--- config.mk ---
export PLATFORM = sky130hd
export DESIGN_NAME = alu_exec_stage_flat
export DESIGN_NICKNAME = d
export VERILOG_FILES = /design/src/rtl/alu_exec_if.sv /design/src/rtl/alu_exec_stage.sv /design/src/flat_wrapper.sv
export SDC_FILE = /design/constraint.sdc
export NUM_CORES = 1
export LEC_CHECK = 0
export ABC_AREA = 1
export CORE_UTILIZATION = 31
export CTS_BUF_LIST = sky130_fd_sc_hd__clkbuf_8
export DETAILED_ROUTE_END_ITERATION = 6
export PLACE_DENSITY = 0.47
export SLEW_MARGIN = 20
export SYNTH_ARGS = -nofsm -noshare
export SYNTH_HDL_FRONTEND = slang
export SYNTH_SLANG_ARGS = --single-unit
--- constraint.sdc ---
create_clock -name clk -period 4.3 [get_ports clk]
set_input_delay 1.075 -clock clk [delete_from_list [all_inputs] [get_ports clk]]
set_output_delay 1.075 -clock clk [all_outputs]
set_load 0.1 [all_outputs]
--- src/rtl/alu_exec_if.sv ---
// Handshake and data bundle between decode, the ALU execute stage and memory/writeback.
// The master side issues operations and consumes results; the slave side is the execute stage.
interface alu_exec_if #(
  parameter int W = 64
);
  logic         in_valid;
  logic         in_ready;
  logic [2:0]   alu_fun;
  logic [W-1:0] in_a;
  logic [W-1:0] in_b;
  logic         set_cc;
  logic         out_valid;
  logic         out_ready;
  logic [W-1:0] result;
  logic         res_zf;
  logic         res_sf;
  logic         res_of;
  logic         illegal;
  logic         cc_zf;
  logic         cc_sf;
  logic         cc_of;

  modport master (
    output in_valid, alu_fun, in_a, in_b, set_cc, out_ready,
    input  in_ready, out_valid, result, res_zf, res_sf, res_of, illegal,
           cc_zf, cc_sf, cc_of
  );

  modport slave (
    input  in_valid, alu_fun, in_a, in_b, set_cc, out_ready,
    output in_ready, out_valid, result, res_zf, res_sf, res_of, illegal,
           cc_zf, cc_sf, cc_of
  );
endinterface

--- src/rtl/alu_exec_stage.sv ---
// Registered 64-bit ALU execute stage: one op per cycle over valid/ready, a single output
// register carrying result and flags, and a condition-code register updated on request.
module alu_exec_stage #(
  parameter int W = 64
) (
  input  logic     clk,
  input  logic     rst,
  input  logic     flush,
  alu_exec_if.slave bus
);

  localparam logic [2:0] FUN_ADD = 3'd0;
  localparam logic [2:0] FUN_SUB = 3'd1;
  localparam logic [2:0] FUN_AND = 3'd2;
  localparam logic [2:0] FUN_XOR = 3'd3;
  localparam logic [2:0] FUN_SLL = 3'd4;
  localparam logic [2:0] FUN_SRL = 3'd5;
  localparam logic [2:0] FUN_SRA = 3'd6;

  logic [W-1:0] res_s;
  logic         of_s;
  logic         ill_s;
  logic         zf_s;
  logic [5:0]   shamt_s;
  logic         in_ready_s;
  logic         accept_s;
  logic         xfer_s;

  logic         out_valid_r;
  logic [W-1:0] result_r;
  logic         res_zf_r;
  logic         res_sf_r;
  logic         res_of_r;
  logic         illegal_r;
  logic         cc_zf_r;
  logic         cc_sf_r;
  logic         cc_of_r;

  // Signed overflow: ADD overflows when like-signed operands give an opposite-signed result,
  // SUB when unlike-signed operands give a result whose sign differs from a.
  function automatic logic add_ovf(input logic a_msb, input logic b_msb, input logic r_msb);
    return (a_msb == b_msb) && (r_msb != a_msb);
  endfunction

  function automatic logic sub_ovf(input logic a_msb, input logic b_msb, input logic r_msb);
    return (a_msb != b_msb) && (r_msb != a_msb);
  endfunction

  // Operation decode and evaluation
  always_comb begin
    res_s   = '0;
    of_s    = 1'b0;
    ill_s   = 1'b0;
    shamt_s = bus.in_b[5:0];
    case (bus.alu_fun)
      FUN_ADD: begin
        res_s = bus.in_a + bus.in_b;
        of_s  = add_ovf(bus.in_a[W-1], bus.in_b[W-1], res_s[W-1]);
      end
      FUN_SUB: begin
        res_s = bus.in_a - bus.in_b;
        of_s  = sub_ovf(bus.in_a[W-1], bus.in_b[W-1], res_s[W-1]);
      end
      FUN_AND: res_s = bus.in_a & bus.in_b;
      FUN_XOR: res_s = bus.in_a ^ bus.in_b;
      FUN_SLL: res_s = bus.in_a << shamt_s;
      FUN_SRL: res_s = bus.in_a >> shamt_s;
      FUN_SRA: res_s = $signed(bus.in_a) >>> shamt_s;
      default: ill_s = 1'b1;
    endcase
    zf_s = (res_s == '0);
  end

  // Handshake: accepting is allowed in the same cycle the held result drains
  always_comb begin
    in_ready_s = !rst && !flush && (!out_valid_r || bus.out_ready);
    accept_s   = bus.in_valid && in_ready_s;
    xfer_s     = out_valid_r && bus.out_ready;
  end

  // Output pipeline register and condition codes; priority rst > flush > accept > transfer
  always_ff @(posedge clk) begin
    if (rst) begin
      out_valid_r <= 1'b0;
      result_r    <= '0;
      res_zf_r    <= 1'b0;
      res_sf_r    <= 1'b0;
      res_of_r    <= 1'b0;
      illegal_r   <= 1'b0;
      cc_zf_r     <= 1'b1;
      cc_sf_r     <= 1'b0;
      cc_of_r     <= 1'b0;
    end else if (flush) begin
      out_valid_r <= 1'b0;
    end else if (accept_s) begin
      out_valid_r <= 1'b1;
      result_r    <= res_s;
      res_zf_r    <= zf_s;
      res_sf_r    <= res_s[W-1];
      res_of_r    <= of_s;
      illegal_r   <= ill_s;
      if (bus.set_cc && !ill_s) begin
        cc_zf_r <= zf_s;
        cc_sf_r <= res_s[W-1];
        cc_of_r <= of_s;
      end else begin
        cc_zf_r <= cc_zf_r;
        cc_sf_r <= cc_sf_r;
        cc_of_r <= cc_of_r;
      end
    end else if (xfer_s) begin
      out_valid_r <= 1'b0;
    end else begin
      out_valid_r <= out_valid_r;
    end
  end

  assign bus.in_ready  = in_ready_s;
  assign bus.out_valid = out_valid_r;
  assign bus.result    = result_r;
  assign bus.res_zf    = res_zf_r;
  assign bus.res_sf    = res_sf_r;
  assign bus.res_of    = res_of_r;
  assign bus.illegal   = illegal_r;
  assign bus.cc_zf     = cc_zf_r;
  assign bus.cc_sf     = cc_sf_r;
  assign bus.cc_of     = cc_of_r;

endmodule

--- src/flat_wrapper.sv ---
// flat-port wrapper written by rule: the top's interface ports become plain ports
module alu_exec_stage_flat 
#(
  parameter int W = 64
)
  (clk, rst, flush, bus_in_valid, bus_alu_fun, bus_in_a, bus_in_b, bus_set_cc, bus_out_ready, bus_in_ready, bus_out_valid, bus_result, bus_res_zf, bus_res_sf, bus_res_of, bus_illegal, bus_cc_zf, bus_cc_sf, bus_cc_of);
  alu_exec_if #(.W(W)) bus_i ();
  input  logic clk;
  input  logic rst;
  input  logic flush;
  input wire logic [$bits(bus_i.in_valid)-1:0] bus_in_valid;
  input wire logic [$bits(bus_i.alu_fun)-1:0] bus_alu_fun;
  input wire logic [$bits(bus_i.in_a)-1:0] bus_in_a;
  input wire logic [$bits(bus_i.in_b)-1:0] bus_in_b;
  input wire logic [$bits(bus_i.set_cc)-1:0] bus_set_cc;
  input wire logic [$bits(bus_i.out_ready)-1:0] bus_out_ready;
  output wire logic [$bits(bus_i.in_ready)-1:0] bus_in_ready;
  output wire logic [$bits(bus_i.out_valid)-1:0] bus_out_valid;
  output wire logic [$bits(bus_i.result)-1:0] bus_result;
  output wire logic [$bits(bus_i.res_zf)-1:0] bus_res_zf;
  output wire logic [$bits(bus_i.res_sf)-1:0] bus_res_sf;
  output wire logic [$bits(bus_i.res_of)-1:0] bus_res_of;
  output wire logic [$bits(bus_i.illegal)-1:0] bus_illegal;
  output wire logic [$bits(bus_i.cc_zf)-1:0] bus_cc_zf;
  output wire logic [$bits(bus_i.cc_sf)-1:0] bus_cc_sf;
  output wire logic [$bits(bus_i.cc_of)-1:0] bus_cc_of;
  assign bus_i.in_valid = bus_in_valid;
  assign bus_i.alu_fun = bus_alu_fun;
  assign bus_i.in_a = bus_in_a;
  assign bus_i.in_b = bus_in_b;
  assign bus_i.set_cc = bus_set_cc;
  assign bus_i.out_ready = bus_out_ready;
  assign bus_in_ready = bus_i.in_ready;
  assign bus_out_valid = bus_i.out_valid;
  assign bus_result = bus_i.result;
  assign bus_res_zf = bus_i.res_zf;
  assign bus_res_sf = bus_i.res_sf;
  assign bus_res_of = bus_i.res_of;
  assign bus_illegal = bus_i.illegal;
  assign bus_cc_zf = bus_i.cc_zf;
  assign bus_cc_sf = bus_i.cc_sf;
  assign bus_cc_of = bus_i.cc_of;
  alu_exec_stage #(.W(W)) u_core (.clk(clk), .rst(rst), .flush(flush), .bus(bus_i));
endmodule
# ---- Word-level counts from Yosys, hierarchy flattened
# Index checks and enable logic that the tools add are counted.
dict set report totals {
  reg_bits 72
  latch_bits 0
  ramBits 0
  rom_bits 0
  in_bits 137
  output_inout_bits 73
  n_memories 0
}
dict set report classes {
  n_addsub 2
  multipliers 0
  n_div 0
  magnitude_cmp 0
  eq_ne 10
  shift 3
  n_mux 5
  bitwise 3
  reduce_logical 18
}
# operator n
set op_table {}
lappend op_table {{one-hot mux 64 bit (7 select lines)} 1}
lappend op_table {{adder 64 bit} 1}
lappend op_table {{bitwise AND 64 bit} 1}
lappend op_table {{zero test 64 bit} 1}
lappend op_table {{<< shifter 64 x 6 -> 64 bit} 1}
lappend op_table {{right shift 64 x 6 -> 64 bit} 1}
lappend op_table {{>>> shifter 64 x 6 -> 64 bit} 1}
lappend op_table {{subtractor 64 bit} 1}
lappend op_table {{XOR 64 bit} 1}
lappend op_table {{== test 3 bit (second input constant)} 3}
lappend op_table {{logical AND 1 bit} 7}
lappend op_table {{OR reduction 7 bit} 1}
lappend op_table {{== test 3 x 2 -> 1 bit (second input constant)} 2}
lappend op_table {{== test 3 x 1 -> 1 bit (second input constant)} 1}
lappend op_table {{zero test 1 bit} 3}
lappend op_table {{zero test 3 bit} 1}
lappend op_table {{two-way mux 1 bit} 3}
lappend op_table {{!= test 1 bit} 3}
lappend op_table {{AND reduction 3 bit} 1}
lappend op_table {{one-hot mux 1 bit (2 select lines)} 1}
lappend op_table {{AND reduction 2 bit} 1}
lappend op_table {{nonzero test 2 bit} 1}
lappend op_table {{OR reduction 2 bit} 1}
lappend op_table {{== test 1 bit} 1}
lappend op_table {{other kinds (2)} 2}

# ---- Longest topological paths before layout
# Gate-level depths: netlist of run 1.
dict set report depth {
  word_depth 5
  ltp_mapped 27
  ltp_nobuf 24
}

# ---- Worst setup path after synthesis of run 1
# No wires, ideal clock.
dict set report synth_path {
  kind {input -> register}
  from {input flush}
  to {register u_core.cc_zf_r, in the netlist u_core.bus.cc_zf}
  setup_ps 121
  arrival_time_ps 3677
  required_ps 4179
  slack_ps 503
  path_stages 8
  cell_sequence {nor2_1 > inv_1 > nor2_1 > nand2_1 > a31oi_1 > nand3b_1 > a21oi_1 > o21ai_2}
}
dict set report synth_between {
  elab_chain_len 5
  elab_cells_between_ends 6
  classes_between {1 x bitwise; 5 x reduce/logical}
}
# element line_no
set synth_rtl {}
lappend synth_rtl {{from (decl)} flat_wrapper.sv:10} ;# input logic flush;
lappend synth_rtl {{zero test 1 bit} alu_exec_stage.sv:76} ;# in_ready_s = !rst && !flush && (!out_valid_r || bus.out_ready);
lappend synth_rtl {{logical AND 1 bit (2 in a row)} alu_exec_stage.sv:76}
lappend synth_rtl {{net bus_in_ready} flat_wrapper.sv:17} ;# output wire logic [$bits(bus_i.in_ready)-1:0] bus_in_ready;
lappend synth_rtl {{logical AND 1 bit} alu_exec_stage.sv:77} ;# accept_s = bus.in_valid && in_ready_s;
lappend synth_rtl {{AND reduction 3 bit (no source line)} n/a}
lappend synth_rtl {{to (signal assigned)} alu_exec_stage.sv:103} ;# cc_zf_r <= zf_s;
lappend synth_rtl {{to (signal assigned)} alu_exec_stage.sv:107} ;# cc_zf_r <= cc_zf_r;
lappend synth_rtl {{to (decl)} alu_exec_stage.sv:35} ;# logic cc_zf_r;
# The timed path passes the listed nets, and every way through them passes these cells.
# A chain may end at the register's enable or synchronous reset.

# ---- Worst setup path after layout of run 1
dict set report layout_path {
  from {input bus_in_a[9]}
  to {register u_core.cc_zf_r, in the netlist u_core.bus.cc_zf}
}
dict set report layout_between {
  elab_chain_len 3
  elab_cells_between_ends 9
  classes_between {2 x add/sub; 3 x shift; 1 x mux; 2 x bitwise; 1 x reduce/logical}
}
# element line_no
set layout_rtl {}
lappend layout_rtl {{from (decl)} flat_wrapper.sv:13} ;# input wire logic [$bits(bus_i.in_a)-1:0] bus_in_a;
lappend layout_rtl {{subtractor 64 bit, or another cell as far along} alu_exec_stage.sv:61} ;# res_s = bus.in_a - bus.in_b;
lappend layout_rtl {{one-hot mux 64 bit (7 select lines) *} alu_exec_stage.sv:55} ;# case (bus.alu_fun)
lappend layout_rtl {{zero test 64 bit *} alu_exec_stage.sv:71} ;# zf_s = (res_s == '0);
# Mark *: on every way between the ends. The rest lies on a longest branch, timed or not.

==> results of run 1 <==
power groups by stage:
stage / registers (mW) / clock network [mW] / logic [mW]
4_1_cts: 0.710 / 0.680 / 5.43
6_report: 0.710 / 0.672 / 5.80
3_3_place_gp: 0.724 / 0 / 5.38
2_1_floorplan: 0.962 / 0 / 2.23
5_1_grt: 0.713 / 0.716 / 6.09
3_5_place_dp: 0.724 / 0 / 5.37
layout make-up:
cell class / instances / area (sq um)
fillers: 9211 / 42000
multi-input cells: 4171 / 20800
repair buffers: 1420 / 11700
inverters: 780 / 2940
flip-flops and latches: 71 / 1420
well taps: 1060 / 1330
clock buffers: 9 / 124
clock inverters: 7 / 114
worst paths after layout:
check,startpoint,to,slack [ns],cells past startpoint
worst min register to register,u_core.bus.cc_zf,u_core.bus.cc_zf,0.50,2
worst max-delay path,bus_in_a[9],u_core.bus.cc_zf,0.08,23
worst max register to register,u_core.bus.out_valid,u_core.bus.cc_sf,1.95,10
worst min-delay path,u_core.bus.cc_zf,u_core.bus.cc_zf,0.50,2
state kept, by name (all words and copies together) (netlist names):
register and flops:
u_core.bus.cc_of 1, u_core.bus.cc_sf 1, u_core.bus.cc_zf 1, u_core.bus.illegal 1, u_core.bus.out_valid 1, u_core.bus.res_of 1
u_core.bus.res_sf 1, u_core.bus.res_zf 1, u_core.bus.result 63
layer usage:
metal  vias to the layer above  share of wire  global-route usage
met5                         -       0.000053                   0
met1                     19016           0.42               0.597
met4                         2          0.060               0.220
li1                      19170              -                   -
met2                      1952           0.42               0.663
met3                       369          0.099              0.0824
timing repair:
| item | CTS | global route |
|---|---|---|
| hold buffers | 0 | 0 |
| gates resized for setup | 74 | 300 |
| pin swaps | 10 | 29 |
| buffers inserted | 6 | 11 |
| setup endpoints to repair | 3 | 2 |
synth_stat cells, drive strengths merged (2+ instances only):
cell / n / area (sq um)
a31oi: 4 / 25.0
inv: 773 / 2900
o21ai: 173 / 877
o22ai: 17 / 106
o221ai: 2 / 17.5
nand3b: 5 / 41.3
or2: 2 / 12.5
and3: 2 / 12.5
clkinv: 7 / 26.3
nand3: 1045 / 5280
nor2: 484 / 1890
a21oi: 179 / 900
a211oi: 2 / 15.0
a22oi: 27 / 203
nor3: 26 / 155
clkbuf: 71 / 267
nand4: 50 / 313
nor4: 3 / 18.8
xor2: 2 / 17.5
o21bai: 43 / 323
o211ai: 42 / 315
buf: 177 / 962
ha: 129 / 1610
o21a: 2 / 15.0
dfxtp: 71 / 1420
fa: 2 / 40.0
and2: 11 / 68.8
a221oi: 11 / 96.3
nand2: 1904 / 7240
worst min-delay path, stage by stage, from the launching register on:
cell	delay, ns
sky130_fd_sc_hd__dfxtp_1	0.34
sky130_fd_sc_hd__a21oi_1	0.08
sky130_fd_sc_hd__o21ai_2	0.05
through the flow:
step	util	TNS (ns)	setup WS, ns
after global placement	0.457	-9.56	-1.09
final	0.478	0	0.0782
after CTS	0.463	0	0.000567
after floorplan	-	0	0.503
after detailed placement	0.457	-10.04	-1.11
after global routing	0.478	-0.0733	-0.0433
kinds of logic (layout without fill, tap and decap cells):
family / after synthesis / after routing / share of synthesized area
XOR/XNOR: 2 / 2 / 0.000695
AO/OA/AOI/OAI: 506 / 506 / 0.116
buffers and inverters: 1028 / 2216 / 0.165
adder cells (fa/ha/maj): 131 / 131 / 0.0656
flip-flops: 71 / 71 / 0.0564
AND/OR/NAND/NOR: 3532 / 3532 / 0.596
==> flow_results.xml, run 1 <==
<?xml version="1.0" encoding="UTF-8"?>
<metrics>
  <group name="yosys">
    <metric name="yosysSeqAreaShare" unit="">0.0564</metric>
    <metric name="synthesis.instances" unit="">5270</metric>
    <metric name="synth_cell_types" unit="">48</metric>
    <metric name="async_reset_ff_frac" unit="">0</metric>
    <metric name="synth_seq_cells" unit="">71</metric>
    <metric name="synth.yosys.warnings" unit="">0</metric>
    <metric name="postSynthNetCount" unit="">5538</metric>
    <metric name="synth-edff-count" unit="">0</metric>
    <metric name="synthesis.area_per_instance" unit="sq um">4.78</metric>
    <metric name="yosys_most_used_dff" unit="">sky130_fd_sc_hd__dfxtp_1</metric>
    <metric name="syn_area" unit="sq mm">0.0252</metric>
  </group>
  <group name="finish">
    <metric name="drive_above_1_share" unit="">0.245</metric>
    <metric name="stdcell_area" unit="sq mm">0.0385</metric>
    <metric name="num_antenna_cells" unit="">0</metric>
    <metric name="syn2layout_area_growth" unit="%">52.8</metric>
    <metric name="final-instance-count-excl-fill" unit="">7518</metric>
    <metric name="final_common_cell" unit="">sky130_fd_sc_hd__nand2_1</metric>
    <metric name="final_net_count" unit="">6721</metric>
    <metric name="mostFrequentLayoutCells" unit="">1812 x sky130_fd_sc_hd__nand2_1, 1166 x sky130_fd_sc_hd__buf_4, 1012 x sky130_fd_sc_hd__nand3_1</metric>
  </group>
  <group name="sta">
    <metric name="slew_at_the_pin_closest_to_its_max_slew_limit" unit="ns">1.09</metric>
    <metric name="timing.final.setup_violations" unit="">0</metric>
    <metric name="hold_violations" unit="">0</metric>
    <metric name="final_slew_violations" unit="">0</metric>
    <metric name="min_period" unit="ns">4.22</metric>
    <metric name="tcrit_tclk_final" unit="">0.982</metric>
    <metric name="hold_worst_slack" unit="ns">0.500</metric>
    <metric name="maxSlewHeadroom" unit="">0.270</metric>
    <metric name="finalClockSkew" unit="ns">0.0167</metric>
    <metric name="fmax" unit="MHz">237</metric>
  </group>
  <group name="power">
    <metric name="power.leakage" unit="nW">21.6</metric>
    <metric name="switching_share" unit="">0.551</metric>
    <metric name="p_switching" unit="mW">3.96</metric>
    <metric name="fin_total_pwr" unit="mW">7.18</metric>
    <metric name="power.share.clock" unit="">0.094</metric>
    <metric name="vdd_ir_drop_max" unit="mV">0.148</metric>
    <metric name="power.combinational.fraction" unit="">0.808</metric>
    <metric name="internal-power" unit="mW">3.23</metric>
    <metric name="power_per_cell_area" unit="mW/mm^2">187</metric>
    <metric name="pwr-share-seq" unit="">0.099</metric>
  </group>
  <group name="floorplanning">
    <metric name="num_io_pins" unit="">210</metric>
    <metric name="die_x" unit="microns">287</metric>
    <metric name="initial_utilization" unit="">0.313</metric>
    <metric name="floorplan.die_area" unit="sq mm">0.0824</metric>
    <metric name="rows" unit="">104</metric>
    <metric name="die_y" unit="microns">287</metric>
    <metric name="core_region_area" unit="sq mm">0.0805</metric>
  </group>
  <group name="global_route">
    <metric name="first_global_vias" unit="">37347</metric>
    <metric name="residual_overflow_from_global_routing" unit="">0</metric>
    <metric name="grt_start_max_net_pins" unit="">127</metric>
    <metric name="grt_first_pass_wirelength" unit="mm">259</metric>
    <metric name="initial_antenna_violation_count" unit="">2</metric>
    <metric name="global_route.usage.total" unit="">0.441</metric>
  </group>
  <group name="cts">
    <metric name="clock_tree_from_tritoncts" unit="">built</metric>
    <metric name="path_clk_slew" unit="ns">0.08</metric>
    <metric name="cts_htree_levels" unit="">3</metric>
    <metric name="insertion_delay" unit="ns">0.39</metric>
    <metric name="cts.sink_count" unit="">71</metric>
    <metric name="tritoncts.num_buffers" unit="">9</metric>
    <metric name="ctsLongestPathBuffers" unit="">2</metric>
    <metric name="cts_root_buf" unit="">sky130_fd_sc_hd__clkbuf_8</metric>
  </group>
  <group name="placed_design">
    <metric name="gp_routability_congestion" unit="">1.09</metric>
    <metric name="total_placed_instance_area" unit="sq mm">0.0368</metric>
    <metric name="port-buffer-count" unit="">209</metric>
    <metric name="placedCellCount" unit="">7485</metric>
    <metric name="dp_hpwl" unit="mm">163</metric>
  </group>
  <group name="detailed_routing">
    <metric name="first_pass_drt_iterations" unit="">6</metric>
    <metric name="viasPerCell" unit="">5.39</metric>
    <metric name="drt-wirelength-per-cell" unit="microns">25.1</metric>
    <metric name="dr.first_iter.drc_count" unit="">4795</metric>
    <metric name="count_of_vias_placed_by_the_detailed_router" unit="">40509</metric>
    <metric name="drc_errors" unit="">0</metric>
    <metric name="ant_nets" unit="">0</metric>
    <metric name="wl" unit="mm">188</metric>
  </group>
  <group name="run">
    <metric name="timing.max_cap.violations" unit="">0</metric>
  </group>
  <group name="worst_setup_path">
    <metric name="worstPathBufferInverterCount" unit="">5</metric>
    <metric name="crit_path_arrival_time" unit="ns">4.54</metric>
    <metric name="crit_fanout" unit="">7</metric>
    <metric name="critPathSlowestCell" unit="">sky130_fd_sc_hd__clkdlybuf4s50_1</metric>
    <metric name="crit_path_largest_cell_delay" unit="ns">0.57</metric>
    <metric name="critical_path_required" unit="ns">4.62</metric>
    <metric name="crit_chain" unit="">clkdlybuf4s50_1 -&gt; ha_1 -&gt; buf_4 -&gt; nor2_2 -&gt; buf_4 -&gt; nand2_1 -&gt; nor2_2 -&gt; nand2_1 -&gt; nand2_1 -&gt; buf_4 -&gt; nand2_1 -&gt; nand2_1 -&gt; nand2_1 -&gt; nand3_1 -&gt; nand4_1 -&gt; buf_4 -&gt; nor2_1 -&gt; nand2_1 -&gt; nor2_1 -&gt; nand2_1 -&gt; nor2_2 -&gt; nand3_2 -&gt; o21ai_2</metric>
    <metric name="crit_path_end_kind" unit="">flip-flop</metric>
    <metric name="critPathLaunchType" unit="">primary input</metric>
    <metric name="setup.worst_path.class" unit="">in -&gt; reg</metric>
    <metric name="largest_delay_share_family_worst_path" unit="">simple AND/OR/NAND/NOR gates</metric>
    <metric name="critPathMostFrequentCell" unit="">sky130_fd_sc_hd__nand2_1</metric>
  </group>
  <group name="run_status">
    <metric name="status" unit="">finished clean</metric>
  </group>
  <group name="hold_path">
    <metric name="holdCritPathClass" unit="">reg -&gt; reg</metric>
  </group>
</metrics>
(Power assumes the default switching activity.)
==> inputs of run 2 (changes only) <==
Settings changed: CORE_UTILIZATION 31 to 62, CTS_BUF_LIST sky130_fd_sc_hd__clkbuf_8 to sky130_fd_sc_hd__clkbuf_16, PLACE_DENSITY 0.47 to 0.83.
==> run 2 against run 1 <==
The run now fails in global routing. Area after synthesis unchanged. Synthesized cell count is the same.
==> flow_results.xml, run 2 <==
<?xml version="1.0" encoding="UTF-8"?>
<metrics>
  <group name="yosys">
    <metric name="synth.yosys.warnings" unit="">0</metric>
    <metric name="synth.largest_area_cell" unit="">sky130_fd_sc_hd__nand2_1</metric>
    <metric name="netlist_top_cells_area" unit="">sky130_fd_sc_hd__nand2_1 28%, sky130_fd_sc_hd__nand3_1 21%, sky130_fd_sc_hd__inv_1 11%</metric>
    <metric name="async_reset_ff_frac" unit="">0</metric>
    <metric name="post-synth-top-count-cell" unit="">sky130_fd_sc_hd__nand2_1</metric>
    <metric name="synth_seq_cells" unit="">71</metric>
    <metric name="synthesis.instances" unit="">5270</metric>
    <metric name="synth_top_area_share" unit="">0.279</metric>
    <metric name="postSynthNetCount" unit="">5538</metric>
    <metric name="synth-edff-count" unit="">0</metric>
    <metric name="post_synth_most_frequent_cells" unit="">1876 x sky130_fd_sc_hd__nand2_1, 1036 x sky130_fd_sc_hd__nand3_1, 749 x sky130_fd_sc_hd__inv_1, 458 x sky130_fd_sc_hd__nor2_1, 178 x sky130_fd_sc_hd__a21oi_1</metric>
    <metric name="yosysSeqAreaShare" unit="">0.0564</metric>
    <metric name="synth_cell_types" unit="">48</metric>
    <metric name="synthesis.area_per_instance" unit="sq um">4.78</metric>
    <metric name="syn_area" unit="sq mm">0.0252</metric>
    <metric name="yosys_most_used_dff" unit="">sky130_fd_sc_hd__dfxtp_1</metric>
  </group>
  <group name="global_route">
    <metric name="first_global_vias" unit="">41317</metric>
    <metric name="grt_first_pass_wirelength" unit="mm">235</metric>
    <metric name="residual_overflow_from_global_routing" unit="">98</metric>
    <metric name="global_route.usage.total" unit="">0.743</metric>
    <metric name="grt_start_max_net_pins" unit="">139</metric>
  </group>
  <group name="floorplanning">
    <metric name="die_x" unit="microns">204</metric>
    <metric name="num_io_pins" unit="">210</metric>
    <metric name="initial_utilization" unit="">0.631</metric>
    <metric name="die_y" unit="microns">204</metric>
    <metric name="rows" unit="">73</metric>
  </group>
  <group name="placed_design">
    <metric name="port-buffer-count" unit="">209</metric>
    <metric name="total_placed_instance_area" unit="sq mm">0.0318</metric>
    <metric name="dp_hpwl" unit="mm">113</metric>
    <metric name="gp_routability_congestion" unit="">1.33</metric>
  </group>
  <group name="cts">
    <metric name="ctsLongestPathBuffers" unit="">2</metric>
    <metric name="tritoncts.num_buffers" unit="">9</metric>
    <metric name="cts_root_buf" unit="">sky130_fd_sc_hd__clkbuf_16</metric>
    <metric name="cts.sink_count" unit="">71</metric>
    <metric name="post_cts_buffers" unit="">0</metric>
    <metric name="cts_htree_levels" unit="">3</metric>
  </group>
  <group name="run_status">
    <metric name="status" unit="">did not finish</metric>
    <metric name="last-stage-reached" unit="">global routing</metric>
    <metric name="error_line" unit="">[ERROR GRT-0116] Global routing finished with congestion. Check the congestion regions in the DRC Viewer.</metric>
  </group>
</metrics>
run 2: cell counts after synthesis:
Identical to the previous run, type by type.
run 2: kinds of logic after synthesis:
| kind of cell | count (synthesis) | synth area share |
|---|---|---|
| fa+ha+maj | 131 | 0.0656 |
| flops | 71 | 0.0564 |
| buf+inv | 1028 | 0.165 |
| xor+xnor | 2 | 0.000695 |
| simple gates | 3532 | 0.596 |
| compound gates | 506 | 0.116 |
run 2: repair_timing:
action / in CTS
hold buffers: 0
endpoints found under the setup margin: 2
pin swaps: 1
gates resized for setup: 18
run 2: routing by layer:
metal / global-route usage / GRT overflow
met1: 0.765 / 1
met2: 0.884 / 52
met3: 0.591 / 2
met4: 0.704 / 43
met5: 0.402 / 0
run 2: through the flow:
stage | instances | setup slack (ns) | hold slack (ns) | utilization
CTS | 6428 | 0.000370 | 0.509 | 0.806
global placement | 6412 | -0.633 | 0.483 | 0.796
detailed placement | 6412 | -0.676 | 0.484 | 0.796
floorplan | 5270 | 0.503 | 0.961 | -
